$ cat src/rtl/valve_latch_if.sv
// Request handshake between the irrigation sequencer and valve_latch_driver.
// Signals:
//   req_valid   - sequencer presents req_pattern
//   req_ready   - driver is idle and will accept on this edge
//   req_pattern - requested latch states, sampled on acceptance
// Modports: master (sequencer side), slave (driver side).
interface valve_latch_if #(
  parameter int unsigned WIDTH = 4
);
  logic             req_valid;
  logic             req_ready;
  logic [WIDTH-1:0] req_pattern;

  modport master (
    output req_valid,
    output req_pattern,
    input  req_ready
  );

  modport slave (
    input  req_valid,
    input  req_pattern,
    output req_ready
  );
endinterface

$ cat src/rtl/valve_latch_driver.sv
// Command-side driver for a bank of JK valve latches. It accepts a target
// pattern and drives the J/K excitation for one clock. It then checks the Q
// feedback and re-drives on mismatch, up to MAX_RETRY extra attempts. The
// outcome is reported as a one-cycle done or err pulse.
//
// Ports:
//   clk, reset    - clock shared with the latch bank; async active-high reset
//   req           - valve_latch_if.slave request handshake
//   q_fb          - live Q outputs of the latch bank
//   j, k          - registered J/K excitation to the latch bank
//   busy          - high in DRIVE/CHECK
//   done / err    - one-cycle outcome pulses
//   err_bits      - target ^ q_fb at failure, held until the next acceptance
//
// Build option: define TOGGLE_EXCITE_EN to drive every changing bit with
// j=k=1 (toggle) instead of explicit set/reset excitation.
module valve_latch_driver #(
  parameter int unsigned WIDTH     = 4,
  parameter int unsigned MAX_RETRY = 3
) (
  input  logic             clk,
  input  logic             reset,
  valve_latch_if.slave     req,
  input  logic [WIDTH-1:0] q_fb,
  output logic [WIDTH-1:0] j,
  output logic [WIDTH-1:0] k,
  output logic             busy,
  output logic             done,
  output logic             err,
  output logic [WIDTH-1:0] err_bits
);

  localparam int unsigned RETRY_W = (MAX_RETRY > 0) ? $clog2(MAX_RETRY + 1) : 1;
  localparam logic [RETRY_W-1:0] RETRY_LIMIT = RETRY_W'(MAX_RETRY);

  typedef enum logic [1:0] {
    ST_IDLE  = 2'd0,
    ST_DRIVE = 2'd1,
    ST_CHECK = 2'd2
  } state_t;

  state_t               state_q, state_d;
  logic [WIDTH-1:0]     target_q, target_d;
  logic [RETRY_W-1:0]   retry_cnt_q, retry_cnt_d;
  logic [WIDTH-1:0]     j_q, j_d;
  logic [WIDTH-1:0]     k_q, k_d;
  logic                 done_q, done_d;
  logic                 err_q, err_d;
  logic [WIDTH-1:0]     err_bits_q, err_bits_d;
  logic                 req_ready_q, req_ready_d;
  logic                 busy_q, busy_d;
  logic                 accept;

  // J excitation for moving each latch from q toward t
  function automatic logic [WIDTH-1:0] excite_j(input logic [WIDTH-1:0] t,
                                                input logic [WIDTH-1:0] q);
`ifdef TOGGLE_EXCITE_EN
    return t ^ q;
`else
    return t & ~q;
`endif
  endfunction

  // K excitation for moving each latch from q toward t
  function automatic logic [WIDTH-1:0] excite_k(input logic [WIDTH-1:0] t,
                                                input logic [WIDTH-1:0] q);
`ifdef TOGGLE_EXCITE_EN
    return t ^ q;
`else
    return ~t & q;
`endif
  endfunction

  assign accept = req.req_valid && req_ready_q;

  // Next-state and next-output computation
  always_comb begin
    state_d     = state_q;
    target_d    = target_q;
    retry_cnt_d = retry_cnt_q;
    j_d         = '0;
    k_d         = '0;
    done_d      = 1'b0;
    err_d       = 1'b0;
    err_bits_d  = err_bits_q;

    unique case (state_q)
      ST_IDLE: begin
        if (accept) begin
          target_d    = req.req_pattern;
          retry_cnt_d = '0;
          j_d         = excite_j(req.req_pattern, q_fb);
          k_d         = excite_k(req.req_pattern, q_fb);
          err_bits_d  = '0;
          state_d     = ST_DRIVE;
        end
      end
      // Latches sample j/k at the closing edge; j/k return to zero after it
      ST_DRIVE: begin
        state_d = ST_CHECK;
      end
      ST_CHECK: begin
        if (q_fb == target_q) begin
          done_d  = 1'b1;
          state_d = ST_IDLE;
        end else if (retry_cnt_q < RETRY_LIMIT) begin
          retry_cnt_d = retry_cnt_q + RETRY_W'(1);
          j_d         = excite_j(target_q, q_fb);
          k_d         = excite_k(target_q, q_fb);
          state_d     = ST_DRIVE;
        end else begin
          err_d      = 1'b1;
          err_bits_d = target_q ^ q_fb;
          state_d    = ST_IDLE;
        end
      end
      default: begin
        state_d = ST_IDLE;
      end
    endcase

    // Status flops follow the next state so they line up with done/err
    req_ready_d = (state_d == ST_IDLE);
    busy_d      = (state_d != ST_IDLE);
  end

  // Single register stage for the FSM and all outputs
  always_ff @(posedge clk or posedge reset) begin
    if (reset) begin
      state_q     <= ST_IDLE;
      target_q    <= '0;
      retry_cnt_q <= '0;
      j_q         <= '0;
      k_q         <= '0;
      done_q      <= 1'b0;
      err_q       <= 1'b0;
      err_bits_q  <= '0;
      req_ready_q <= 1'b1;
      busy_q      <= 1'b0;
    end else begin
      state_q     <= state_d;
      target_q    <= target_d;
      retry_cnt_q <= retry_cnt_d;
      j_q         <= j_d;
      k_q         <= k_d;
      done_q      <= done_d;
      err_q       <= err_d;
      err_bits_q  <= err_bits_d;
      req_ready_q <= req_ready_d;
      busy_q      <= busy_d;
    end
  end

  assign req.req_ready = req_ready_q;
  assign j             = j_q;
  assign k             = k_q;
  assign busy          = busy_q;
  assign done          = done_q;
  assign err           = err_q;
  assign err_bits      = err_bits_q;

endmodule

$ cat src/flat_wrapper.sv
// flat-port wrapper written by rule: the top's interface ports become plain ports
module valve_latch_driver_flat 
#(
  parameter int unsigned WIDTH     = 4,
  parameter int unsigned MAX_RETRY = 3
)
  (clk, reset, q_fb, j, k, busy, done, err, err_bits, req_req_valid, req_req_pattern, req_req_ready);
  valve_latch_if #(.WIDTH(WIDTH)) req_i ();
  input  logic clk;
  input  logic reset;
  input  logic [WIDTH-1:0] q_fb;
  output logic [WIDTH-1:0] j;
  output logic [WIDTH-1:0] k;
  output logic busy;
  output logic done;
  output logic err;
  output logic [WIDTH-1:0] err_bits;
  input wire logic [$bits(req_i.req_valid)-1:0] req_req_valid;
  input wire logic [$bits(req_i.req_pattern)-1:0] req_req_pattern;
  output wire logic [$bits(req_i.req_ready)-1:0] req_req_ready;
  assign req_i.req_valid = req_req_valid;
  assign req_i.req_pattern = req_req_pattern;
  assign req_req_ready = req_i.req_ready;
  valve_latch_driver #(.WIDTH(WIDTH), .MAX_RETRY(MAX_RETRY)) u_core (.clk(clk), .reset(reset), .req(req_i), .q_fb(q_fb), .j(j), .k(k), .busy(busy), .done(done), .err(err), .err_bits(err_bits));
endmodule
$ cat config.mk
export PLATFORM = sky130hd
export DESIGN_NAME = valve_latch_driver_flat
export DESIGN_NICKNAME = d
export VERILOG_FILES = /design/src/rtl/valve_latch_if.sv /design/src/rtl/valve_latch_driver.sv /design/src/flat_wrapper.sv
export SDC_FILE = /design/constraint.sdc
export NUM_CORES = 1
export LEC_CHECK = 0
export BUFFER_PORTS_ARGS = -buffer_cell sky130_fd_sc_hd__clkbuf_2
export CORE_UTILIZATION = 50
export CTS_CLUSTER_SIZE = 12
export DETAILED_ROUTE_END_ITERATION = 16
export GPL_TIMING_DRIVEN = 1
export PLACE_DENSITY = 0.82
export SETUP_SLACK_MARGIN = 0.4
export SLEW_MARGIN = 5
export SYNTH_ARGS = -nofsm -noshare
export SYNTH_HDL_FRONTEND = slang
export SYNTH_SLANG_ARGS = --single-unit
export TNS_END_PERCENT = 10
$ cat constraint.sdc
create_clock -name clk -period 2.5 [get_ports clk]
set_input_delay 0.25 -clock clk [delete_from_list [all_inputs] [get_ports clk]]
set_output_delay 0.25 -clock clk [all_outputs]
set_load 0.02 [all_outputs]
==> impl_metrics.toml, run 1 <==
[die]
die_outline_area_um2 = 2456
floorplan.rows = 16
floorplan.io_pins = 27
vertical_die_dimension_um = 49.56
initial_utilization_pct = 55.39
core_region_area_um2 = 2042
die_width_um = 49.56

[global_route]
grt_util_met2_pct = 34.46
grt_max_degree = 25
first_pass_grt_wire_length_mm = 3.670
top_usage_layer = "met2"
initial_antenna_violation_count = 0
grt_util_all_layers_pct = 20.01
remaining_global_route_overflow = 0
globalRouteMet1Util_pct = 24.49
use_met3_pct = 3.395
first_global_vias = 763

[yosys]
synth.ff_latch_count = 24
synth_nets = 114
post_synth_num_cell_types = 26
synthFlopType = "sky130_fd_sc_hd__dfrtp_1"
post-synth-top-area-cell = "sky130_fd_sc_hd__dfrtp_1"
post-synth-top-count-cell = "sky130_fd_sc_hd__dfrtp_1"
yosys_warnings = 0
syn_area_per_cell_um2 = 12.03
asyncSetResetFlopFracSynth_pct = 100.0
synth.cells.most_frequent = "23 x sky130_fd_sc_hd__dfrtp_1, 14 x sky130_fd_sc_hd__inv_1, 9 x sky130_fd_sc_hd__ha_1, 8 x sky130_fd_sc_hd__a32o_1, 8 x sky130_fd_sc_hd__nand2_1"
synthDominantCellAreaShare_pct = 50.88
netlist_area_um2 = 1131
share_of_the_yosys_chip_area_belonging_to_registers_pct = 53.21
synth-edff-count = 0
yosys-top-cells-area = "sky130_fd_sc_hd__dfrtp_1 51%, sky130_fd_sc_hd__ha_1 10%, sky130_fd_sc_hd__a32o_1 7.1%, sky130_fd_sc_hd__inv_1 4.6%, sky130_fd_sc_hd__a31o_2 3.1%"
syn_inst = 94

[final_layout]
area_delta_synth_final_pct = 16.92
num-nets-final = 144
antenna_cells = 0
instances_no_fill = 150
drive_gt1_share_pct = 35.77
n_fill_cell = 183

[placement]
numPortBuffers = 26
dp_cells = 146
gp_congestion = 0.7958
detailedPlace.worstSlack_ns = 0.6332
dp_hpwl_mm = 1.601

[clock_tree]
tritoncts_num_sinks = 24
clkTransAtPathRegs_ns = 0.13
cts_tree = "built"
cts.htree.levels = 1
worst_skew_late_latency_ns = 0.31
clockRootBuffer = "sky130_fd_sc_hd__clkbuf_4"
post-cts-setup-buffer-count = 0
cts-buffers-inserted = 3
cts_resized = 0
clk_path_buf_depth = 2
postCtsHoldBufs = 0

[worst_hold_path]
hold_path_class = "in -> async"

[route]
remaining_drc_errors = 0
final_routed_wirelength_across_all_metal_layers_mm = 2.142
detail_route.iter0.violations = 13
detail_route.first_pass.iterations = 4
drt.antenna.violating_nets = 0
routed_vias_inst = 5.300
wire_per_inst_um = 14.28
routed-via-count = 795

[timing]
fmaxAchievable_ghz = 0.5300
tightestPinTransition_ns = 0.8645
setup_total_negative_slack_ns = 0
final.setup.worst_slack_ns = 0.6132
setup_repair_after_global_routing_missed_its_margin = "false"
setup_violations = 0
hold_violations = 0
worst_clock_skew_ns = 0.002264
fin_crit_ns = 1.887
slew_violations = 0
max_slew_margin_pct = 42.31
fin_crit_sh_pct = 75.47

[pwr]
irDropWorstVdd_mv = 0.6509
power-per-cell-area_nw_per_um2 = 985.6
total_leakage_power_nw = 0.7191

[critical_path]
critical_path_class = "reg -> reg"
path_max_fanout = 7
critical_path_required_ns = 2.75
cp_data_arrival_time_ns = 2.13
worstSetupEndpointType = "flop"
cp-start-kind = "flop"
setup.reg_to_reg.worst_slack_ns = 0.61
rr_worst_depth = 5

[outcome]
outcome = "finished clean"

[job]
cap_viol_max_count = 0
[logic make-up (layout without fill, tap and decap cells)]
kind of cell | after synthesis | after routing | share of synthesized area (%)
AOI/OAI and AO/OA | 17 | 17 | 12.72
DFF | 24 | 24 | 53.21
and+or+nand+nor | 26 | 26 | 16.48
buffers and inverters | 17 | 46 | 6.748
adders and majority gates | 9 | 9 | 9.956
muxes | 1 | 1 | 0.8850
[layout make-up]
cell class / instances / area [um2] / share of cell area (%)
sequential: 24 / 601.8 / 45.51
timing repair buffer: 28 / 145.1 / 10.97
clock buffer: 4 / 36.28 / 2.744
tap: 27 / 33.78 / 2.554
multi-input combinational: 53 / 452.9 / 34.25
inverter: 14 / 52.55 / 3.974
[report_power, final]
part | switching (mW) | total, mW | leakage (nW) | internal [mW]
clock | 0.112 | 0.201 | 0.0210 | 0.0890
sequential | 0.0767 | 0.578 | 0.318 | 0.502
combinational | 0.303 | 0.524 | 0.380 | 0.221
[path summary, 6_finish.rpt]
path / from / endpoint
max: u_core.target_q[2] / u_core.retry_cnt_q[1]
min: reset / u_core.target_q[0]
max reg2reg: u_core.target_q[2] / u_core.retry_cnt_q[1]
min reg2reg: u_core.err_bits[1] / u_core.err_bits[1]
max in group asynchronous: reset / u_core.err_bits[0]
min in group clk: req_req_pattern[2] / u_core.j[2]
[worst max-delay path, cell delays in order, from the launching register on]
cell	delay, ns
sky130_fd_sc_hd__dfrtp_1	0.42
sky130_fd_sc_hd__ha_1	0.33
sky130_fd_sc_hd__and4_4	0.22
sky130_fd_sc_hd__nor3_2	0.42
sky130_fd_sc_hd__buf_4	0.25
sky130_fd_sc_hd__mux2i_1	0.19
[registers in the layout (all words and copies together), names as in the netlist]
name,flops
u_core.busy,1
u_core.done,1
u_core.err,1
u_core.err_bits,4
u_core.j,4
u_core.k,4
u_core.req.req_ready,1
u_core.retry_cnt_q,2
u_core.state_q,2
u_core.target_q,4
[through the flow]
step	power (mW)	hold slack, ns	utilization (%)	area, um2
final	1.303	0.07777	64.77	1323
after global routing	1.396	0.1738	64.77	1323
after CTS	1.310	0.1115	64.77	1323
after detailed placement	1.108	0.4656	62.99	1286
after global placement	1.083	0.4549	62.99	1286
after floorplan	0.9658	0.2639	-	1131
[routing by layer]
metal | up-vias | routed length (um)
met5 | - | 0
met4 | 0 | 41
li1 | 387 | -
met1 | 381 | 974
met3 | 4 | 91
met2 | 23 | 1035
[cell usage in the layout (no fill, tap or decap), drive strengths merged]
cell      n
a31o      4
a32o      8
and2b     2
and4      1
buf       2
clkbuf   30
dfrtp    23
dfstp     1
ha        9
inv      14
mux2i     1
nand2     8
nand2b    1
nand3     1
nand4     1
nand4bb   1
nor2      1
nor3      3
nor3b     4
o21ai     5
or2       1
or3       1
or4       1
Note: power is estimated with default switching activity, not from simulation.
==> run 2: changes to the inputs <==
==> constraint.sdc (replaced) <==
create_clock -name clk -period 1.89 [get_ports clk]
set_input_delay 0.189 -clock clk [delete_from_list [all_inputs] [get_ports clk]]
set_output_delay 0.189 -clock clk [all_outputs]
set_load 0.02 [all_outputs]
==> run 2 against run 1 <==
Net effect:
- worst hold slack gained 0.052 ns
- critical path depth shrank 1
- highest routed layer unchanged
- critical endpoint is now u_core.busy
- final area grew 9.6%
- cell count rose by 4.0%
- fmax up 26%
- via count rose by 6.4%
- worst setup slack worse by 0.22 ns
- combinational power increased by 60%
- clock skew grew 0.0055 ns
- global-route usage up 1.1 points
- sequential share of layout area shrank 4.0 points
==> impl_metrics.toml, run 2 (synthesis gave the netlist of run 1 again) <==
[outcome]
outcome = "finished clean"

[global_route]
grt_util_met2_pct = 33.33
first_pass_grt_wire_length_mm = 3.808
top_usage_layer = "met2"
first_global_vias = 817
use_met3_pct = 4.012
grt_max_degree = 25
remaining_global_route_overflow = 0
globalRouteMet1Util_pct = 26.65
grt_util_all_layers_pct = 21.13
initial_antenna_violation_count = 0

[critical_path]
cp_data_arrival_time_ns = 1.70
worstSetupEndpointType = "flop"
critical_path.n_buffers_inverters = 0
critical_path_class = "reg -> reg"
path_max_fanout = 5
critical_path_required_ns = 2.09
worstPathCellList = "ha_4 -> and4_4 -> nor3_4 -> or3_1"
cpLargestDelayFamily = "simple AND/OR/NAND/NOR gates"
critical_path.slowest_cell = "sky130_fd_sc_hd__dfrtp_1"
critPathMaxStageDelay_ns = 0.44
cp-start-kind = "flop"

[clock_tree]
cts-buffers-inserted = 3
worst_skew_late_latency_ns = 0.32
clockRootBuffer = "sky130_fd_sc_hd__clkbuf_4"
cts.htree.levels = 1
cts_tree = "built"
clk_path_buf_depth = 2
clkTransAtPathRegs_ns = 0.13
tritoncts_num_sinks = 24

[worst_hold_path]
hold_path_class = "in -> reg"

[route]
routed_vias_inst = 5.423
final_routed_wirelength_across_all_metal_layers_mm = 2.152
drt.antenna.violating_nets = 0
routed-via-count = 846
remaining_drc_errors = 0
detail_route.first_pass.iterations = 4
detail_route.iter0.violations = 13
wire_per_inst_um = 13.79

[pwr]
p_seq_share_pct = 38.9
power.clock.fraction_pct = 18.7
switching_share_pct = 35.23
cell_internal_pwr_mw = 1.283
power-per-cell-area_nw_per_um2 = 1366
comb_power_share_pct = 42.4
power.net_switching_mw = 0.6979
irDropWorstVdd_mv = 0.7690
total_leakage_power_nw = 0.7519

[timing]
hold_violations = 0
final.setup.worst_slack_ns = 0.3907
tightestPinTransition_ns = 0.2948
slew_violations = 0
fmaxAchievable_ghz = 0.6670
setup_violations = 0
setup_repair_after_global_routing_missed_its_margin = "true"
fin_crit_ns = 1.499
setup_total_negative_slack_ns = 0
worst_clock_skew_ns = 0.007801
max_slew_margin_pct = 80.35
fin_crit_sh_pct = 79.33

[placement]
gp_congestion = 0.8321
numPortBuffers = 26
dp_hpwl_mm = 1.414
dp_cells = 148
detailedPlace.worstSlack_ns = 0.3421

[die]
initial_utilization_pct = 55.39
die_outline_area_um2 = 2456
core_region_area_um2 = 2042
vertical_die_dimension_um = 49.56
die_width_um = 49.56
floorplan.rows = 16
floorplan.io_pins = 27

[final_layout]
layout.cells.most_common_list = "26 x sky130_fd_sc_hd__clkbuf_2, 23 x sky130_fd_sc_hd__dfrtp_1, 14 x sky130_fd_sc_hd__inv_1"
antenna_cells = 0
layout.cells.most_common = "sky130_fd_sc_hd__clkbuf_2"
drive_gt1_share_pct = 41.09
area_delta_synth_final_pct = 28.21
num-nets-final = 150
instances_no_fill = 156

[job]
cap_viol_max_count = 0
[run 2: cell count changes in the layout (fill, tap and decap cells not counted)]
| cell | previous run | this run |
|---|---|---|
| sky130_fd_sc_hd__buf_4 | 2 | 5 |
| sky130_fd_sc_hd__nor3_2 | 1 | 0 |
| sky130_fd_sc_hd__bufinv_16 | 0 | 1 |
| sky130_fd_sc_hd__ha_1 | 9 | 5 |
| sky130_fd_sc_hd__dlygate4sd3_1 | 0 | 1 |
| sky130_fd_sc_hd__clkbuf_8 | 1 | 0 |
| sky130_fd_sc_hd__nor3_4 | 0 | 1 |
| sky130_fd_sc_hd__buf_6 | 0 | 2 |
| sky130_fd_sc_hd__ha_4 | 0 | 4 |
[run 2: final timing paths]
kind | start | depth (start not counted) | slack, ns | to
worst max-delay path | u_core.target_q[0] | 4 | 0.39 | u_core.busy
worst min-delay path | req_req_pattern[2] | 2 | 0.13 | u_core.j[2]
worst max register to register | u_core.target_q[0] | 4 | 0.39 | u_core.busy
worst min register to register | u_core.err_bits[0] | 1 | 0.53 | u_core.err_bits[0]
max in group asynchronous | reset | 4 | 1.19 | u_core.req.req_ready
min in group asynchronous | reset | 4 | 0.42 | u_core.err_bits[1]
[run 2: per-stage QoR]
step                      hold WS, ns  utilization, %  total power, mW  area [um2]
after floorplan                0.2029               -            1.287        1137
after global routing           0.1356           71.02            2.107        1450
after global placement         0.2269           64.03            1.450        1308
after CTS                      0.1213           70.83            1.964        1446
final                          0.1293           71.02            1.981        1450
after detailed placement       0.2326           64.03            1.483        1308
[run 2: layout make-up]
type | instances | area (um2)
Inverter | 14 | 52.55
Clock inverter | 1 | 30.03
Clock buffer | 3 | 22.52
Fill cell | 166 | 591.8
Multi-Input combinational cell | 53 | 509.2
Sequential cell | 24 | 601.8
Timing Repair Buffer | 34 | 200.2
Tap cell | 27 | 33.78
[run 2: power by group through the flow]
stage / logic, mW / clock network [mW] / registers, mW
after floorplan: 0.441 / 0 / 0.846
after CTS: 0.820 / 0.375 / 0.768
after detailed placement: 0.714 / 0 / 0.769
after global routing: 0.919 / 0.397 / 0.790
after global placement: 0.687 / 0 / 0.763
final: 0.839 / 0.371 / 0.771
[run 2: timing repair]
action                                 4_1_cts  5_1_grt
buffers inserted                             3        0
setup endpoints to repair                   11       11
hold buffers                                 1        0
endpoints found under the hold margin       23        0
pin swaps                                    1        0
gates cloned                                 0        0
gates resized for setup                      5        1
[run 2: per-layer routing]
layer	wire length [um]	up-vias	share of wire [%]
li1	-	399	-
met1	868	410	40
met2	1109	29	52
met3	111	8	5.2
met4	63	0	2.9
met5	0	-	0
==> run 3: changes to the inputs <==
==> constraint.sdc (replaced) <==
create_clock -name clk -period 1.4 [get_ports clk]
set_input_delay 0.14 -clock clk [delete_from_list [all_inputs] [get_ports clk]]
set_output_delay 0.14 -clock clk [all_outputs]
set_load 0.02 [all_outputs]
==> run 3 against run 2 <==
Net effect:
- final area increased by 12%
- count of clock-buffer cells in the layout unchanged
- largest power group unchanged
- fmax is 3.3% higher
- largest cell class unchanged
- clock skew is 0.0014 ns higher
- worst setup slack worse by 0.44 ns
- critical path depth is 1 higher
- critical endpoint is now u_core.retry_cnt_q[1]
- the flow now finishes with violations (negative setup slack)
==> impl_metrics.toml, run 3 (synthesis gave the netlist of run 1 again) <==
[pwr]
power.net_switching_mw = 0.9902
comb_power_share_pct = 46.1
total_leakage_power_nw = 0.8160
cell_internal_pwr_mw = 1.924
switching_share_pct = 33.98
power-per-cell-area_nw_per_um2 = 1789
power.clock.fraction_pct = 17.2
p_seq_share_pct = 36.7
irDropWorstVdd_mv = 1.310
power_mw = 2.914

[critical_path]
worstReg2RegStart = "u_core.target_q[2]"
worst_setup_path_startpoint = "u_core.target_q[2]"
critical_path_class = "reg -> reg"
cp_data_arrival_time_ns = 1.71
setup.reg_to_reg.worst_slack_ns = -0.05
critical_path.endpoint = "u_core.retry_cnt_q[1]"
critical_path.slowest_cell = "sky130_fd_sc_hd__dfrtp_1"
cp.depth = 5
worstSetupEndpointType = "flop"
worstPathCellList = "ha_4 -> and4_4 -> nor3_4 -> buf_6 -> mux2i_1"
critical_path.n_buffers_inverters = 1
path_max_fanout = 5
critPathMaxStageDelay_ns = 0.44
critical_path_required_ns = 1.66
cp-start-kind = "flop"
critical_path.reg2reg.endpoint = "u_core.retry_cnt_q[1]"
rr_worst_depth = 5
cpLargestDelayFamily = "flip-flops"

[timing]
max_slew_margin_pct = 79.55
setup_violations = 12
fin_crit_ns = 1.452
hold_violations = 0
tightestPinTransition_ns = 0.3068
final.setup.worst_slack_ns = -0.05174
worst_clock_skew_ns = 0.009218
fin_crit_sh_pct = 103.7
fmaxAchievable_ghz = 0.6888
setup_repair_after_global_routing_missed_its_margin = "true"
slew_violations = 0

[job]
cap_viol_max_count = 0

[placement]
numPortBuffers = 26
gp_congestion = 0.7769
dp_hpwl_mm = 1.577
dp_cells = 158
placedInstanceArea_um2 = 1433

[final_layout]
final_util_pct = 79.78
antenna_cells = 0
non_filler_cell_area_final_um2 = 1629
layout.cells.most_common = "sky130_fd_sc_hd__dfrtp_1"
area_delta_synth_final_pct = 44.03
instances_no_fill = 163
layout.cells.most_common_list = "23 x sky130_fd_sc_hd__dfrtp_1, 14 x sky130_fd_sc_hd__inv_1, 11 x sky130_fd_sc_hd__buf_4"
drive_gt1_share_pct = 45.59
num-nets-final = 157

[route]
routed_vias_inst = 5.098
wire_per_inst_um = 13.45
detail_route.iter0.violations = 14
detail_route.first_pass.iterations = 4
routed-via-count = 831
drt.antenna.violating_nets = 0
remaining_drc_errors = 0
final_routed_wirelength_across_all_metal_layers_mm = 2.192

[global_route]
first_global_vias = 865
remaining_global_route_overflow = 0
initial_antenna_violation_count = 0
grt_util_all_layers_pct = 20.76
first_pass_grt_wire_length_mm = 3.857
grt_max_degree = 25

[die]
floorplan.rows = 16
floorplan.io_pins = 27
die_outline_area_um2 = 2456
initial_utilization_pct = 55.39
core_region_area_um2 = 2042
vertical_die_dimension_um = 49.56
die_width_um = 49.56

[clock_tree]
clk_path_buf_depth = 2
cts-buffers-inserted = 3
clockRootBuffer = "sky130_fd_sc_hd__clkbuf_4"
worst_skew_late_latency_ns = 0.32
tritoncts_num_sinks = 24
cts.htree.levels = 1
clkTransAtPathRegs_ns = 0.14
cts_tree = "built"

[worst_hold_path]
hold_path_class = "in -> reg"

[outcome]
violations_in_the_final_reports = "negative setup slack"
outcome = "complete, but fails checks"
[run 3: cell count changes in the layout (fill, tap and decap cells not counted), moves of 3 or more]
cell,change
sky130_fd_sc_hd__buf_4,+6
sky130_fd_sc_hd__buf_6,+8
sky130_fd_sc_hd__clkbuf_2,-16
sky130_fd_sc_hd__clkbuf_8,+7
sky130_fd_sc_hd__o21ai_0,-3
sky130_fd_sc_hd__o21ai_1,+3
[run 3: power by group through the flow]
stage	Clock [mW]	Combinational [mW]	Sequential, mW
floorplan	0	0.639	1.17
global placement	0	1.14	1.05
detailed placement	0	1.16	1.06
CTS	0.508	1.27	1.06
global route	0.541	1.48	1.10
finish	0.501	1.34	1.07
[run 3: what timing repair did]
action                                  in CTS  in global routing
pin swaps                                   14                  4
buffers inserted                             0                  0
endpoints found under the setup margin      31                 39
hold buffers                                 1                  0
endpoints found under the hold margin       23                  0
resized for setup                           19                 27
[run 3: metrics by stage]
stage	TNS [ns]	worst slack [ns]	hold slack (ns)
floorplan	0	0.004190	0.1539
global placement	-0.1588	-0.01952	0.1735
detailed placement	-0.4171	-0.05214	0.1790
CTS	-0.5164	-0.06780	0.08435
global route	-1.512	-0.1527	0.05602
finish	-0.3914	-0.05174	0.06625
[run 3: worst register-to-register path: cells and delay by family (launching register included)]
kind / cells / cell delay, ns
flip-flops: 1 / 0.44
AND/OR/NAND/NOR: 2 / 0.36
adder cells (fa/ha/maj): 1 / 0.26
multiplexers: 1 / 0.17
buffers and inverters: 1 / 0.16
[run 3: worst min-delay path by stage]
stage	from	end	slack, ns	cells after the start
2_1_floorplan	reset	u_core.busy	0.15	1
3_3_place_gp	reset	u_core.k[0]	0.17	3
3_5_place_dp	reset	u_core.target_q[2]	0.18	3
4_1_cts	req_req_pattern[0]	u_core.target_q[0]	0.08	3
5_1_grt	req_req_pattern[0]	u_core.target_q[0]	0.06	3
6_report	req_req_pattern[2]	u_core.target_q[2]	0.07	3
[run 3: final cells by class]
class                   count  area (um2)
flip-flops and latches     24       601.8
fillers                   138       412.9
well taps                  27       33.78
clock inverters             1       30.03
multi-input cells          53       516.7
clock buffers               3       22.52
repair buffers             41       371.6
inverters                  14       52.55
[run 3: layer usage]
metal,up-vias,routed length (um),global-route usage [%]
li1,414,-,-
met1,390,1030,26.56
met2,25,1041,35.36
met3,2,107,3.395
met4,0,12,7.143
met5,-,0,0
